[src/rtl/mm_arb_pkg.sv]
// Shared types and constants for the main-memory line arbiter.
package mm_arb_pkg;

  localparam int ADDR_W         = 8;
  localparam int DATA_W         = 8;
  localparam int LINE_WORDS_DEF = 4;
  localparam int TIMEOUT_DEF    = 15;
  localparam int IDX_W          = $clog2(LINE_WORDS_DEF);

  typedef enum logic [1:0] {
    S_IDLE,
    S_ISSUE,
    S_WAIT,
    S_DONE
  } state_t;

  // Counter width for values 0..n-1, never narrower than one bit.
  function automatic int cnt_bits(input int n);
    return (n <= 1) ? 1 : $clog2(n);
  endfunction

endpackage

[src/rtl/mm_rr_arbiter.sv]
// Two-input round-robin: grant is combinational from the requests, while the
// priority pointer is a register that moves only when ptr_upd is asserted.
module mm_rr_arbiter (
  input  logic MM_clk,
  input  logic rst,
  input  logic req0,
  input  logic req1,
  input  logic ptr_upd,
  input  logic ptr_nxt,
  output logic gnt_vld,
  output logic gnt_id
);

  logic ptr;

  assign gnt_vld = req0 | req1;
  assign gnt_id  = (req0 & req1) ? ptr : req1;

  always_ff @(posedge MM_clk) begin
    if (rst)          ptr <= 1'b0;
    else if (ptr_upd) ptr <= ptr_nxt;
  end

endmodule

[src/rtl/mm_line_arbiter.sv]
// Arbitrates two cache line requests onto the 256x8 main memory, sequencing
// each line as single-byte accesses and returning the line with a done/err pulse.
module mm_line_arbiter
  import mm_arb_pkg::*;
#(
  parameter int LINE_WORDS = LINE_WORDS_DEF,
  parameter int TIMEOUT    = TIMEOUT_DEF
) (
  input  logic                         MM_clk,
  input  logic                         rst,
  input  logic                         req0,
  input  logic                         req1,
  input  logic                         we0,
  input  logic                         we1,
  input  logic [ADDR_W-1:0]            addr0,
  input  logic [ADDR_W-1:0]            addr1,
  input  logic [DATA_W*LINE_WORDS-1:0] wline0,
  input  logic [DATA_W*LINE_WORDS-1:0] wline1,
  output logic [DATA_W*LINE_WORDS-1:0] rline,
  output logic                         done0,
  output logic                         done1,
  output logic                         err0,
  output logic                         err1,
  output logic                         busy,
  output logic [ADDR_W-1:0]            mm_read_select,
  output logic [ADDR_W-1:0]            mm_write_select,
  output logic [DATA_W-1:0]            mm_write_data,
  output logic                         mm_read_enable,
  output logic                         mm_write_enable,
  input  logic [DATA_W-1:0]            mm_out_data,
  input  logic                         mm_readfinish_flag,
  input  logic                         mm_writefinish_flag
);

  localparam int                IW    = cnt_bits(LINE_WORDS);
  localparam int                TW    = cnt_bits(TIMEOUT + 1);
  localparam int                LW    = DATA_W * LINE_WORDS;
  localparam logic [ADDR_W-1:0] ALIGN = ~ADDR_W'(LINE_WORDS - 1);
  localparam logic [IW-1:0]     LAST  = IW'(LINE_WORDS - 1);
  localparam logic [TW-1:0]     TMAX  = TW'(TIMEOUT);

  state_t            state;
  logic              gid;
  logic              gwe;
  logic [ADDR_W-1:0] base;
  logic [LW-1:0]     wbuf;
  logic [IW-1:0]     idx;
  logic [TW-1:0]     tcnt;

  logic              gnt_vld;
  logic              gnt_id;
  logic              flag_hit;
  logic              go_issue;
  logic              iss_we;
  logic [IW-1:0]     iss_idx;
  logic [ADDR_W-1:0] iss_base;
  logic [LW-1:0]     iss_line;
  logic [ADDR_W-1:0] iss_addr;
  logic [DATA_W-1:0] iss_dat;

  mm_rr_arbiter u_rr (
    .MM_clk  (MM_clk),
    .rst     (rst),
    .req0    (req0),
    .req1    (req1),
    .ptr_upd (state == S_DONE),
    .ptr_nxt (~gid),
    .gnt_vld (gnt_vld),
    .gnt_id  (gnt_id)
  );

  assign busy     = (state != S_IDLE);
  assign flag_hit = gwe ? mm_writefinish_flag : mm_readfinish_flag;
  assign go_issue = ((state == S_IDLE) && gnt_vld) ||
                    ((state == S_WAIT) && flag_hit && (idx != LAST));

  // Strobes are registered, so the next byte's access is computed one cycle
  // early: from the winning request in IDLE, from the latched line otherwise.
  always_comb begin
    iss_we   = gwe;
    iss_base = base;
    iss_line = wbuf;
    iss_idx  = idx + 1'b1;
    if (state == S_IDLE) begin
      iss_we   = gnt_id ? we1 : we0;
      iss_base = (gnt_id ? addr1 : addr0) & ALIGN;
      iss_line = gnt_id ? wline1 : wline0;
      iss_idx  = '0;
    end
    iss_addr = iss_base | ADDR_W'(iss_idx);
    iss_dat  = iss_line[iss_idx*DATA_W +: DATA_W];
  end

  always_ff @(posedge MM_clk) begin
    if (rst) begin
      state           <= S_IDLE;
      gid             <= 1'b0;
      gwe             <= 1'b0;
      base            <= '0;
      wbuf            <= '0;
      idx             <= '0;
      tcnt            <= '0;
      rline           <= '0;
      done0           <= 1'b0;
      done1           <= 1'b0;
      err0            <= 1'b0;
      err1            <= 1'b0;
      mm_read_select  <= '0;
      mm_write_select <= '0;
      mm_write_data   <= '0;
      mm_read_enable  <= 1'b0;
      mm_write_enable <= 1'b0;
    end else begin
      mm_read_enable  <= 1'b0;
      mm_write_enable <= 1'b0;
      done0           <= 1'b0;
      done1           <= 1'b0;
      err0            <= 1'b0;
      err1            <= 1'b0;

      case (state)
        S_IDLE: begin
          if (gnt_vld) begin
            gid   <= gnt_id;
            gwe   <= iss_we;
            base  <= iss_base;
            wbuf  <= iss_line;
            idx   <= '0;
            state <= S_ISSUE;
          end
        end
        S_ISSUE: begin
          tcnt  <= '0;
          state <= S_WAIT;
        end
        S_WAIT: begin
          if (flag_hit) begin
            if (!gwe) rline[idx*DATA_W +: DATA_W] <= mm_out_data;
            if (idx == LAST) begin
              done0 <= ~gid;
              done1 <= gid;
              state <= S_DONE;
            end else begin
              idx   <= iss_idx;
              state <= S_ISSUE;
            end
          end else begin
            tcnt <= tcnt + 1'b1;
            if (tcnt + 1'b1 == TMAX) begin
              err0  <= ~gid;
              err1  <= gid;
              state <= S_DONE;
            end
          end
        end
        S_DONE:  state <= S_IDLE;
        default: state <= S_IDLE;
      endcase

      if (go_issue) begin
        if (iss_we) begin
          mm_write_select <= iss_addr;
          mm_write_data   <= iss_dat;
          mm_write_enable <= 1'b1;
        end else begin
          mm_read_select  <= iss_addr;
          mm_read_enable  <= 1'b1;
        end
      end
    end
  end

endmodule

[config.mk]
export PLATFORM = sky130hd
export DESIGN_NAME = mm_line_arbiter
export DESIGN_NICKNAME = d
export VERILOG_FILES = /design/src/rtl/mm_arb_pkg.sv /design/src/rtl/mm_rr_arbiter.sv /design/src/rtl/mm_line_arbiter.sv
export SDC_FILE = /design/constraint.sdc
export NUM_CORES = 1
export LEC_CHECK = 0
export CAP_MARGIN = 30
export CORE_MARGIN = 2
export CORE_UTILIZATION = 35
export DETAILED_ROUTE_END_ITERATION = 12
export PLACE_DENSITY = 0.62
export SYNTH_ARGS = -nofsm -noshare
export SYNTH_HDL_FRONTEND = slang
export SYNTH_SLANG_ARGS = --single-unit
[constraint.sdc]
create_clock -name MM_clk -period 6.8 [get_ports MM_clk]
set_input_delay 0.68 -clock MM_clk [delete_from_list [all_inputs] [get_ports MM_clk]]
set_output_delay 0.68 -clock MM_clk [all_outputs]
set_load 0.005 [all_outputs]
Word-level counts from Yosys, hierarchy flattened. Cells that the tools add are included. W data, S select, Z words.

Mux-type cells: 23. Bitwise operators: 11. Shifts and indexed selects: 3. Reduce and logical (&&, ||, !) cells: 18. Equality and inequality tests: 11. $add $sub $neg: 3.

Operators by type and width (count): $mux W32 (2); $neg A5 Y34 (1); $shift A8 B34 Y32 const A (1); $shiftx A8 B34 Y32 (1); $bwmux W32 (1); $shiftx A32 B6 Y8 (1); $mux W2 (8); $mux W8 (2); $ne A2 B2 Y1 const B (5); $reduce_and A2 Y1 (5); $not A1 Y1 (8); $or A8 B2 Y8 (1); $pmux W2 S4 (1); $pmux W4 S2 (1); $reduce_or A4 Y1 (2); $eq A2 B2 Y1 const B (3); $mux W1 (6); $reduce_bool A2 Y1 (3); $add A4 B1 Y4 const B (1); $eq A4 B4 Y1 const B (1); $mux W4 (1); $pmux W2 S2 (1); $reduce_and A4 Y1 (1); $logic_and A1 B1 Y1 (3); 9 further kinds (9).

Bits in registers: 113. Word-level logic and storage cells: 87. Input bits: 96. Output and inout port bits: 63.

Longest topological paths before layout.
Depth after elaboration: 6. Depth in mapped cells: 9. Depth with buffers taken out: 6.

By module. A second synthesis with hierarchy kept.

Cell total of the unflattened synthesis: 573. Area, all modules: 5235.0 um^2.

By module, submodules not included: mm_line_arbiter (sequential area each 2242.2 um^2, area each 5183.7 um^2, times used 1, cells an instance 567); mm_rr_arbiter (sequential area each 20.0 um^2, area each 51.3 um^2, times used 1, cells an instance 6).

Worst setup path before layout. Ideal clock, no wire load.

Path type: flip-flop to flip-flop. Start point: register idx[0]. End point: register mm_write_data[4]. Arrival: 2318 ps. Cell stages (with the launch flop): 9. Data required time: 6677 ps. Path buffers: 2. Setup slack: 4359 ps. Library setup time: 123 ps. Clock period less this slack: 2441 ps. Cells stage by stage: dfxtp_1 > inv_1 > ha_1 > clkbuf_1 > buf_2 > mux4_2 > nand2_1 > a31oi_1 > mux2_1.

Word-level cells in the longest chain between the ends: 4. Elaborated cells between the ends (all ways): 7. Classes of those cells: add/sub: 1; eq/ne: 1; shift: 1; mux: 1; reduce/logical: 3.

Ends and longest elaborated chain: start: declaration (line mm_line_arbiter.sv:47) `logic [IW-1:0] idx;`; start signal: assignment (line mm_line_arbiter.sv:144) `idx <= iss_idx;`; parallel branches: the longest is 4 deep, another holds $add A2 B1 Y2; end signal: assignment (line mm_line_arbiter.sv:163) `mm_write_data <= iss_dat;`; end: declaration (line mm_line_arbiter.sv:27) `output logic [DATA_W-1:0] mm_write_data,`.

Parallel ways; which one is timed is not known. A chain may end at the register's enable or synchronous reset.

Worst setup path after layout.
Start point: register idx[0]. End point: register mm_write_data[0].

Same word-level chain as after synthesis.

==> summary.txt <==
Floorplan
  • I/O pins: 159
  • Placeable core region: 0.01459 mm^2
  • Area enclosed by the die boundary: 0.01596 mm^2
  • Die Ht: 126.3 um
  • Starting Density: 35.91%
  • Horizontal die dimension: 126.3 um
  • Row Count: 44

Synthesis
  • Sequential cell area fraction in the yosys report: 43.18%
  • Synth warnings: 0
  • Top cells by area in the synthesized netlist: sky130_fd_sc_hd__dfxtp_1, sky130_fd_sc_hd__nand2_1, sky130_fd_sc_hd__a311oi_1, sky130_fd_sc_hd__nor2_1, sky130_fd_sc_hd__nand3_1
  • Main combinational cell family by area after synthesis: simple AND/OR/NAND/NOR gates
  • Number of enable-type register cells in the synthesized netlist: 0
  • Fraction of registers with async set/reset: 0%
  • Basic-gate share of the synthesized area counting and, or, nand and nor cells: 23.91%
  • Share of synthesized area spent on multiplexers: 8.479%
  • Fraction of the mapped netlist area in compound gates: 17.72%
  • Yosys top cell by area: sky130_fd_sc_hd__dfxtp_1
  • Post-synthesis instance area: 0.005239 mm^2
  • Synthesized instance count: 627
  • Average cell area after synthesis: 8.355 um^2
  • Post-synthesis adder-cell area fraction: 1.672%
  • Number of unique standard cell types used by synthesis: 44
  • #FFs+latches synth: 113
  • Most common cell in the netlist: sky130_fd_sc_hd__nand2_1
  • Synth cell count leaders: sky130_fd_sc_hd__nand2_1, sky130_fd_sc_hd__dfxtp_1, sky130_fd_sc_hd__nor2_1
  • Most instantiated flip-flop cell in the synthesis netlist: sky130_fd_sc_hd__dfxtp_1
  • Fraction of synthesized cell area in xor and xnor cells: 0%
  • Yosys top cell area share: 43.18%
  • Synthesized Nets: 730

Worst hold path
  • Class of the worst hold path: reg2reg
  • Min-Delay Startpoint: rline[20]$_SDFFE_PP0P_

Worst setup path
  • Type of element launching the critical path: flop
  • Worst Path Max Fanout: 17
  • Type of the worst setup path: reg2reg
  • Worst setup path startpoint: idx[0]$_SDFFE_PP0P_
  • R2R Path Start: idx[0]$_SDFFE_PP0P_
  • Arrival time at the worst endpoint: 3570 ps
  • Endpoint type of the worst setup path: flop
  • Critical path required time: 7090 ps

Timing
  • Transition time at the pin with the least slew margin: 790.0 ps
  • Setup Viol. Count Final: 0
  • Worst hold slack after final layout: 451.5 ps
  • Clock Skews: 6.081 ps
  • Ratio of final minimum period to clock period: 48.17%
  • Hold Violations, Final: 0
  • Relative slew slack: 47.26%
  • Number of pins with negative max-slew slack in the final report: 0
  • Final critical delay including setup and external delays: 3276 ps
  • RSZ-0062 raised after global routing: no
  • Maximum clock frequency: 305.3 MHz
  • Setup_tns: 0 ps
  • Slack of the critical path: 3524 ps

GRT
  • Via count of the first global-routing pass: 4956
  • Total gr overflow: 0
  • Met1 Resource Use GR: 25.54%
  • GRT Util Overall: 20.14%
  • Global-route track usage on met2: 32.71%
  • First-pass GRT wire length: 25640 um
  • Number of antenna violations at the first check in global routing: 0
  • Maximum number of pins on one net before global-route repair: 80
  • Most heavily used metal layer in global routing: met2
  • GR met3 Demand/Resource: 6.369%

Clock tree
  • Number of buffers created by CTS: 17
  • Number of buffers on the longest clock path: 2
  • Latest clock arrival within the worst-skew pair: 410 ps
  • Total clock sinks: 113
  • Clk Tree Root Cell: sky130_fd_sc_hd__clkbuf_16
  • Number of cells upsized or downsized after cts: 0
  • CTS tree: built
  • Count of hold buffers inserted by post-cts repair: 0
  • H-Tree Depth: 4
  • Number of setup buffers added after CTS: 0
  • Clk slew on worst S/H paths: 50 ps

Finish
  • Layout overhead on the synthesized area: 42.87%
  • Number of nets in the layout: 858
  • Register cell area after layout: 0.002262 mm^2
  • Antenna Cells: 0
  • Area used by multi-input combinational logic: 0.002723 mm^2
  • Total non-filler cell area in the finished layout: 0.007485 mm^2
  • Utilization after layout: 51.30%
  • Final cell count without fillers: 950
  • Count of fill cells added during filler insertion: 1352
  • Share of post-route cells with drive strength above 1: 7.311%

Place
  • Pre-CTS setup slack: 3225 ps
  • Post-placement cell count: 919
  • Count of port buffers added during placement: 154
  • DP Area: 0.006864 mm^2
  • Detailed-placement wirelength estimate: 11180 um
  • Routability-driven placement congestion ratio: 0.7928

Pwr
  • Leakage dissipation: 2.730 nW
  • Combinational share of power: 16.2%
  • Net Switching: 0.4914 mW
  • Overall Power: 1.984 mW
  • VDD IR max: 0.0001842 V
  • Seq pwr share: 37.8%
  • Switch share: 24.76%
  • PwrDens: 265.1 mW/mm^2
  • Clock power frac: 46.0%
  • Cell-internal power: 1.493 mW

Drt
  • Total iterations of the first detailed-routing run: 5
  • Drt first-iter violations: 407
  • Antenna-violating nets left: 0
  • Count of vias placed by the detailed router: 5082
  • Routed len/inst: 16.81 um
  • Final WL: 15970 um
  • Number of design rule violations left after detail routing: 0
  • Detail-routed via count per cell: 5.349

Run status
  • Result of the run: finished clean

Job
  • Number of max-cap violations: 0
sequential cells by signal, indices dropped and copies added (netlist names), 2 cells and up:
name and cells:
wbuf 32, base 8, mm_write_select 8, rline 32
mm_write_data 8, mm_read_select 8, tcnt 4, state 2
idx 2
path summary, 6_finish.rpt:
path	to	slack, ps	cells past startpoint
hold / removal	rline[20]$_SDFFE_PP0P_	450	2
setup reg to reg	mm_write_data[0]$_SDFFE_PP0P_	3520	6
setup / recovery	mm_write_data[0]$_SDFFE_PP0P_	3520	6
hold reg to reg	rline[20]$_SDFFE_PP0P_	450	2
kinds of logic after synthesis:
logic type | Yosys count
fa+ha+maj | 7
mux | 32
buf+inv | 63
simple gates | 284
flops | 113
compound gates | 128
critical path, cell delays in order, from the launching register on:
cell and delay, ps:
sky130_fd_sc_hd__dfxtp_1 830, sky130_fd_sc_hd__inv_1 330, sky130_fd_sc_hd__ha_1 890, sky130_fd_sc_hd__mux4_2 610
sky130_fd_sc_hd__nand2_1 90, sky130_fd_sc_hd__a31oi_1 90, sky130_fd_sc_hd__mux2_1 310
placed cells by master (no fill, tap or decap), types with 7 or more instances in the layout:
master / n
sky130_fd_sc_hd__buf_4: 7
sky130_fd_sc_hd__a31oi_1: 8
sky130_fd_sc_hd__a21oi_1: 39
sky130_fd_sc_hd__nand4_1: 12
sky130_fd_sc_hd__a311oi_1: 41
sky130_fd_sc_hd__and2_1: 7
sky130_fd_sc_hd__mux4_2: 8
sky130_fd_sc_hd__nand3_1: 41
sky130_fd_sc_hd__clkbuf_16: 17
sky130_fd_sc_hd__ha_1: 7
sky130_fd_sc_hd__nand2_1: 134
sky130_fd_sc_hd__nor2_1: 57
sky130_fd_sc_hd__mux2i_1: 14
sky130_fd_sc_hd__inv_1: 10
sky130_fd_sc_hd__nor2b_1: 11
sky130_fd_sc_hd__o21ai_0: 10
sky130_fd_sc_hd__dfxtp_1: 113
sky130_fd_sc_hd__o211ai_1: 12
sky130_fd_sc_hd__clkdlybuf4s50_1: 153
power groups by stage:
stage	clock (mW)	sequential [mW]	combinational, mW
floorplan	0	0.748	0.188
global placement	0	0.760	0.311
detailed placement	0	0.762	0.320
CTS	0.927	0.749	0.320
global route	0.955	0.755	0.354
finish	0.913	0.750	0.322
routing by layer:
layer / wire [um] / share of wire, %
met5: 0 / 0
met4: 284 / 1.8
met3: 1091 / 6.8
met2: 7392 / 46
met1: 7204 / 45
final cells by class:
class,instances,share of cell area [%]
Inverter,10,0.5015
Tap cell,184,3.076
Sequential cell,113,30.22
Multi-Input combinational cell,451,36.38
Clock inverter,5,1.337
Timing Repair Buffer,162,21.73
Clock buffer,25,6.754
Note: power is estimated with default switching activity, not from simulation.
